File: config.mk
export PLATFORM = sky130hd
export DESIGN_NAME = ifm_pingpong_ctrl
export DESIGN_NICKNAME = d
export VERILOG_FILES = /design/src/rtl/ifm_pingpong_ctrl.sv
export SDC_FILE = /design/constraint.sdc
export NUM_CORES = 1
export LEC_CHECK = 0
export ABC_AREA = 1
export CAP_MARGIN = 5
export CORE_MARGIN = 2
export CORE_UTILIZATION = 49
export DETAILED_ROUTE_END_ITERATION = 10
export MAX_ROUTING_LAYER = met4
export PLACE_DENSITY = 0.95
export SLEW_MARGIN = 40
export SYNTH_ARGS = -nofsm -noshare
export SYNTH_HDL_FRONTEND = slang
export SYNTH_SLANG_ARGS = --single-unit
export TNS_END_PERCENT = 20
File: constraint.sdc
create_clock -name clock -period 5.45 [get_ports clock]
set_input_delay 0.545 -clock clock [delete_from_list [all_inputs] [get_ports clock]]
set_output_delay 0.545 -clock clock [all_outputs]
set_load 0.02 [all_outputs]
File: src/rtl/ifm_pingpong_ctrl.sv
// ifm_pingpong_ctrl
//   Sequences the IFM ping-pong input buffer. A valid/ready beat stream is cut
//   into tiles of tile_len beats that land alternately in bank 0 and bank 1.
//   A bank is marked full one cycle after its last write (so the consumer never
//   sees a partial tile) and cleared when the PE array releases it.
//
// Ports
//   clock, rst_n        system clock, synchronous active-low reset
//   start               begin run (IDLE only); latches tile_len / num_tiles
//   ifm_vld/ifm_rdy     loader handshake, ifm_data is the beat
//   ifm_wr_en/addr/in   registered write port to the channel selector
//   buf_in_switch       pulse with the last write of each tile
//   loop_end            pulse with the last write of the final tile
//   buf_full[1:0]       per-bank complete-tile flags
//   rd_bank/rd_release  bank the consumer reads next / consumer done with it
//   busy, done          run in progress / run complete pulse
//
// Optional build macro IFM_PP_CTRL_ERR_EN adds sticky err + err_code
// (first error wins): 01 stray release, 10 start while busy,
// 11 start with tile_len above buffer depth (run refused). Without it those
// events are ignored and an over-length tile_len is truncated to ADDR_W bits.
//
// state | meaning
// IDLE  | waiting for start
// FILL  | accepting beats into wr_bank
// DRAIN | all tiles written, waiting for both banks to be released
// DONE  | one-cycle completion, done asserted

module ifm_pingpong_ctrl #(
   parameter int ADDR_W = 10,
   parameter int DATA_W = 128,
   parameter int LEN_W  = 11,
   parameter int CNT_W  = 16
) (
   input  logic              clock,
   input  logic              rst_n,
   input  logic              start,
   input  logic [LEN_W-1:0]  tile_len,
   input  logic [CNT_W-1:0]  num_tiles,
   input  logic              ifm_vld,
   output logic              ifm_rdy,
   input  logic [DATA_W-1:0] ifm_data,
   output logic              ifm_wr_en,
   output logic [ADDR_W-1:0] ifm_wr_addr,
   output logic [DATA_W-1:0] ifm_in,
   output logic              buf_in_switch,
   output logic              loop_end,
   output logic [1:0]        buf_full,
   output logic              rd_bank,
   input  logic              rd_release,
   output logic              busy,
`ifdef IFM_PP_CTRL_ERR_EN
   output logic              err,
   output logic [1:0]        err_code,
`endif
   output logic              done
);

   typedef enum logic [1:0] {S_IDLE, S_FILL, S_DRAIN, S_DONE} state_t;

   localparam logic [LEN_W:0] MAX_LEN = (LEN_W+1)'(1) << ADDR_W;

   state_t            state_q, state_d;
   logic [LEN_W-1:0]  tile_len_q, tile_len_d;
   logic [CNT_W-1:0]  num_tiles_q, num_tiles_d;
   logic [LEN_W-1:0]  beat_cnt_q, beat_cnt_d;
   logic [CNT_W-1:0]  tile_cnt_q, tile_cnt_d;
   logic              wr_bank_q, wr_bank_d;
   logic              rd_bank_q, rd_bank_d;
   logic [1:0]        full_q, full_d;
   logic              set_vld_q, set_vld_d;
   logic              set_bank_q, set_bank_d;
   logic              wr_en_q, wr_en_d;
   logic [ADDR_W-1:0] wr_addr_q, wr_addr_d;
   logic [DATA_W-1:0] wr_data_q, wr_data_d;
   logic              switch_q, switch_d;
   logic              loop_end_q, loop_end_d;
   logic              busy_q, busy_d;
   logic              done_q, done_d;

   logic              over_len;
   logic              start_bad;
   logic [LEN_W-1:0]  eff_len;
   logic              accept;
   logic              last_beat;
   logic              final_tile;

   assign over_len  = {1'b0, tile_len} > MAX_LEN;
   assign eff_len   = over_len ? LEN_W'(tile_len[ADDR_W-1:0]) : tile_len;
   assign ifm_rdy   = (state_q == S_FILL) && !full_q[wr_bank_q];
   assign accept    = ifm_rdy && ifm_vld;
   assign last_beat = beat_cnt_q == (tile_len_q - LEN_W'(1));
   assign final_tile = tile_cnt_q == (num_tiles_q - CNT_W'(1));

`ifdef IFM_PP_CTRL_ERR_EN
   logic       err_q, err_d;
   logic [1:0] err_code_q, err_code_d;
   assign start_bad = over_len;
   assign err       = err_q;
   assign err_code  = err_code_q;
`else
   assign start_bad = 1'b0;
`endif

   always_comb begin
      state_d     = state_q;
      tile_len_d  = tile_len_q;
      num_tiles_d = num_tiles_q;
      beat_cnt_d  = beat_cnt_q;
      tile_cnt_d  = tile_cnt_q;
      wr_bank_d   = wr_bank_q;
      rd_bank_d   = rd_bank_q;
      full_d      = full_q;
      set_vld_d   = 1'b0;
      set_bank_d  = set_bank_q;
      wr_en_d     = 1'b0;
      wr_addr_d   = wr_addr_q;
      wr_data_d   = wr_data_q;
      switch_d    = 1'b0;
      loop_end_d  = 1'b0;

      // Deferred full set lands one cycle after the tile's last RAM write.
      if (set_vld_q) full_d[set_bank_q] = 1'b1;
      if (rd_release && full_q[rd_bank_q]) begin
         full_d[rd_bank_q] = 1'b0;
         rd_bank_d         = ~rd_bank_q;
      end

      case (state_q)
         S_IDLE: begin
            if (start && !start_bad) begin
               tile_len_d  = eff_len;
               num_tiles_d = num_tiles;
               beat_cnt_d  = '0;
               tile_cnt_d  = '0;
               wr_bank_d   = 1'b0;
               // An empty run passes through DRAIN so busy spans two cycles.
               state_d = (eff_len == '0 || num_tiles == '0) ? S_DRAIN : S_FILL;
            end
         end
         S_FILL: begin
            if (accept) begin
               wr_en_d   = 1'b1;
               wr_addr_d = beat_cnt_q[ADDR_W-1:0];
               wr_data_d = ifm_data;
               if (last_beat) begin
                  beat_cnt_d = '0;
                  tile_cnt_d = tile_cnt_q + CNT_W'(1);
                  switch_d   = 1'b1;
                  set_vld_d  = 1'b1;
                  set_bank_d = wr_bank_q;
                  if (final_tile) begin
                     loop_end_d = 1'b1;
                     wr_bank_d  = 1'b0;
                     state_d    = S_DRAIN;
                  end else begin
                     wr_bank_d = ~wr_bank_q;
                  end
               end else begin
                  beat_cnt_d = beat_cnt_q + LEN_W'(1);
               end
            end
         end
         S_DRAIN: begin
            if (full_q == 2'b00 && !set_vld_q) begin
               state_d   = S_DONE;
               rd_bank_d = 1'b0;
            end
         end
         default: state_d = S_IDLE;
      endcase

      busy_d = state_d != S_IDLE;
      done_d = state_d == S_DONE;
   end

`ifdef IFM_PP_CTRL_ERR_EN
   always_comb begin
      err_d      = err_q;
      err_code_d = err_code_q;
      if (!err_q) begin
         if (rd_release && !full_q[rd_bank_q]) begin
            err_d = 1'b1; err_code_d = 2'b01;
         end else if (start && state_q != S_IDLE) begin
            err_d = 1'b1; err_code_d = 2'b10;
         end else if (start && over_len) begin
            err_d = 1'b1; err_code_d = 2'b11;
         end
      end
   end
`endif

   always_ff @(posedge clock) begin
      if (!rst_n) begin
         state_q     <= S_IDLE;
         tile_len_q  <= '0;
         num_tiles_q <= '0;
         beat_cnt_q  <= '0;
         tile_cnt_q  <= '0;
         wr_bank_q   <= 1'b0;
         rd_bank_q   <= 1'b0;
         full_q      <= 2'b00;
         set_vld_q   <= 1'b0;
         set_bank_q  <= 1'b0;
         wr_en_q     <= 1'b0;
         wr_addr_q   <= '0;
         wr_data_q   <= '0;
         switch_q    <= 1'b0;
         loop_end_q  <= 1'b0;
         busy_q      <= 1'b0;
         done_q      <= 1'b0;
`ifdef IFM_PP_CTRL_ERR_EN
         err_q       <= 1'b0;
         err_code_q  <= 2'b00;
`endif
      end else begin
         state_q     <= state_d;
         tile_len_q  <= tile_len_d;
         num_tiles_q <= num_tiles_d;
         beat_cnt_q  <= beat_cnt_d;
         tile_cnt_q  <= tile_cnt_d;
         wr_bank_q   <= wr_bank_d;
         rd_bank_q   <= rd_bank_d;
         full_q      <= full_d;
         set_vld_q   <= set_vld_d;
         set_bank_q  <= set_bank_d;
         wr_en_q     <= wr_en_d;
         wr_addr_q   <= wr_addr_d;
         wr_data_q   <= wr_data_d;
         switch_q    <= switch_d;
         loop_end_q  <= loop_end_d;
         busy_q      <= busy_d;
         done_q      <= done_d;
`ifdef IFM_PP_CTRL_ERR_EN
         err_q       <= err_d;
         err_code_q  <= err_code_d;
`endif
      end
   end

   assign ifm_wr_en     = wr_en_q;
   assign ifm_wr_addr   = wr_addr_q;
   assign ifm_in        = wr_data_q;
   assign buf_in_switch = switch_q;
   assign loop_end      = loop_end_q;
   assign buf_full      = full_q;
   assign rd_bank       = rd_bank_q;
   assign busy          = busy_q;
   assign done          = done_q;

endmodule

==> flow_metrics.tcl <==
set metrics [dict create \
    final_hold_viol_count 0 \
    critPathArrivalTime_ns 2.41 \
    netlist.top_cell.by_area "dfxtp_1" \
    max_stage_delay_ns 0.64 \
    portBuffers 306 \
    synthTopCellsByArea "dfxtp_1, nor2_1, o21ai_0" \
    criticalPathCategory "reg -> out" \
    placementRows 49 \
    first_pass_iters 8 \
    fin_setup_tns_ns 0 \
    cts.clk_slew.worst_paths_ns 0.06 \
    hp-class "reg -> reg" \
    place_area_sq_mm 0.0120 \
    maxSlewHeadroom_pct 53.6 \
    core_area_sq_mm 0.0178 \
    routabilityCongestion 0.968 \
    end_kind "output port" \
    die_w_um 139 \
    cts_resized 0 \
    clock.fmax_mhz 338 \
    vias_per_cell 5.38 \
    dp_hpwl_mm 20.9 \
    critPathMaxFanout 13 \
    synth_nets 1396 \
    grt_overflow 0 \
    area_growth_pct 43.9 \
    layout_min_cycle_time_ns 2.96 \
    clockBufferDepth 3 \
    design_area_sq_mm 0.0128 \
    synth.cell_area_sq_mm 0.00888 \
    cts_made_buffers 22 \
    synth_warnings 0 \
    drt_iter0_markers 699 \
    synthCells 1232 \
    crit_slowest_cell "clkdlybuf4s50_1" \
    first_global_vias 9385 \
    synth_top_area_share_pct 46.0 \
    status "completed" \
    layout-drive-gt1-share_pct 6.71 \
    grt_max_degree 113 \
    via_count 9429 \
    drcViolationCount 0 \
    finClkSkew_ns 0.00733 \
    gr-usage-all-layers_pct 30.5 \
    seq_area_frac_synth_pct 46.0 \
    max_cap_violations 0 \
    grt_pass1_wl_mm 46.5 \
    crit_path_cell_trace "inv_1 -> nor2_4 -> inv_1 -> nor2_1 -> clkdlybuf4s50_1" \
    syn_area_per_cell_sq_um 7.21 \
    clock-sinks 204 \
    io_pins 307 \
    r2r_slack_ns 2.83 \
    root_buffer "clkbuf_16" \
    drv_slew 0 \
    wl_per_cell_um 16.8 \
    yosysUniqueCellTypes 37 \
    die_height_um 139 \
    path_common_cell "inv_1" \
    async_reset_ff_share_pct 0 \
    peakVddDrop_mv 0.249 \
    worstMarginPinSlew_ns 0.696 \
    drtAntennaViolNets 0 \
    rsz0062_at_grt "no" \
    setup_violations 0 \
    critPathLaunchType "register" \
    fin_nets 1670 \
    ys_seq_elements 204 \
    start_util_pct 49.8 \
    antenna_found_initial 2 \
    power.leakage_nw 5.01 \
    post-cts-setup-buffers 0 \
    synth-main-ff-cell "dfxtp_1" \
    synth_edf_count 0 \
    clock_latency_ns 0.50 \
    ctsHoldBuffers 0 \
    totalWireLength_mm 29.5 \
    cts_tree "yes" \
    power_density_mw_per_mm2 316 \
    cts.htree.levels 1 \
    die-area_sq_mm 0.0192 \
    required_ns 4.91 \
    period_share_pct 54.3 \
]
[synth_stat cells (3+ instances only)]
| cell type | instances |
|---|---|
| o22ai_1 | 8 |
| a21oi_2 | 7 |
| clkbuf_1 | 44 |
| xor2_1 | 31 |
| nor3b_1 | 3 |
| o21ai_0 | 168 |
| a21oi_1 | 20 |
| nand2_1 | 148 |
| nand3b_1 | 5 |
| inv_1 | 65 |
| ha_1 | 4 |
| nand3_2 | 6 |
| nor4_1 | 11 |
| nand3_1 | 53 |
| buf_6 | 4 |
| nand2_2 | 20 |
| dfxtp_1 | 204 |
| or2_2 | 4 |
| nor2_4 | 4 |
| nor2_1 | 354 |
| nand4_1 | 12 |
| nor3_1 | 11 |
| nor2_2 | 11 |
| buf_2 | 10 |
| inv_2 | 6 |
| xnor2_1 | 3 |
[worst max-delay path: cells and delay by family (launching register included)]
| family | cells | cell delay (ns) |
|---|---|---|
| and+or+nand+nor | 2 | 0.45 |
| DFF | 1 | 0.43 |
| buffers and inverters | 3 | 1.05 |
[per-stage QoR]
stage	utilization, %	worst slack, ns	std cells	hold WS [ns]	total power [mW]
floorplan	-	3.43	1232	0.430	2.10
global placement	67.1	2.73	1711	0.454	2.43
detailed placement	67.1	2.72	1711	0.459	2.45
CTS	71.5	2.51	1750	0.464	4.06
global route	71.6	2.41	1752	0.496	4.19
finish	71.6	2.49	1752	0.465	4.04
[metal layers]
layer / vias up / GRT usage, % / share of wire [%]
met5: - / - / 0
met2: 453 / 51.0 / 48
li1: 4519 / - / -
met1: 4331 / 33.7 / 38
met3: 126 / 5.77 / 7.1
met4: 0 / 18.9 / 6.9
[registers in the layout, indices dropped and copies added, names as in the netlist]
register	flops
done	1
wr_bank_q	1
beat_cnt_q	11
num_tiles_q	16
set_bank_q	1
state_q	2
loop_end	1
ifm_in	128
tile_cnt_q	16
buf_full	2
busy	1
ifm_wr_en	1
rd_bank	1
buf_in_switch	1
ifm_wr_addr	10
tile_len_q	11
[report_power, final]
part           switching [mW]  internal, mW
clock                   0.595          1.01
combinational           0.445         0.350
sequential             0.0615          1.58
total                    1.10          2.94
[worst paths after layout]
check	cells after the start	startpoint	to
setup / recovery	5	state_q[0]	ifm_rdy
hold / removal	1	set_bank_q	buf_full[0]
setup reg to reg	9	state_q[0]	tile_cnt_q[14]
hold reg to reg	1	set_bank_q	buf_full[0]
[logic make-up (layout without fill, tap and decap cells)]
kind of cell    count (synthesis)  after routing  share of synthesized area (%)
xor+xnor                       34             34                           3.35
other cells                     0              2                              0
buf+inv                       134            423                           6.36
simple gates                  647            647                           31.2
compound gates                209            209                           12.5
flops                         204            204                           46.0
fa+ha+maj                       4              4                          0.564
[layout make-up]
type,count,area [sq um]
multi-input cells,894,4230
well taps,229,287
fillers,1286,5070
clock buffers,35,691
repair buffers,311,3100
flip-flops and latches,204,4080
diodes,2,5.00
clock inverters,4,95.1
inverters,73,279
[layout by cell type, fill, tap and decap left out, drive strengths merged, types with 2 or more instances in the layout]
cell type	n
or2	4
dfxtp	204
clkdlybuf4s50	305
clkinv	3
a21oi	28
xor2	31
o22ai	8
clkbuf	35
inv	71
and2	2
ha	4
nor4	11
xnor2	3
nor2	369
nand3	59
bufinv	3
nor3	11
buf	6
nand2	170
o21ai	169
a211oi	2
nand3b	5
diode	2
nor3b	3
nand4	12
Note: power is estimated with default switching activity, not from simulation.
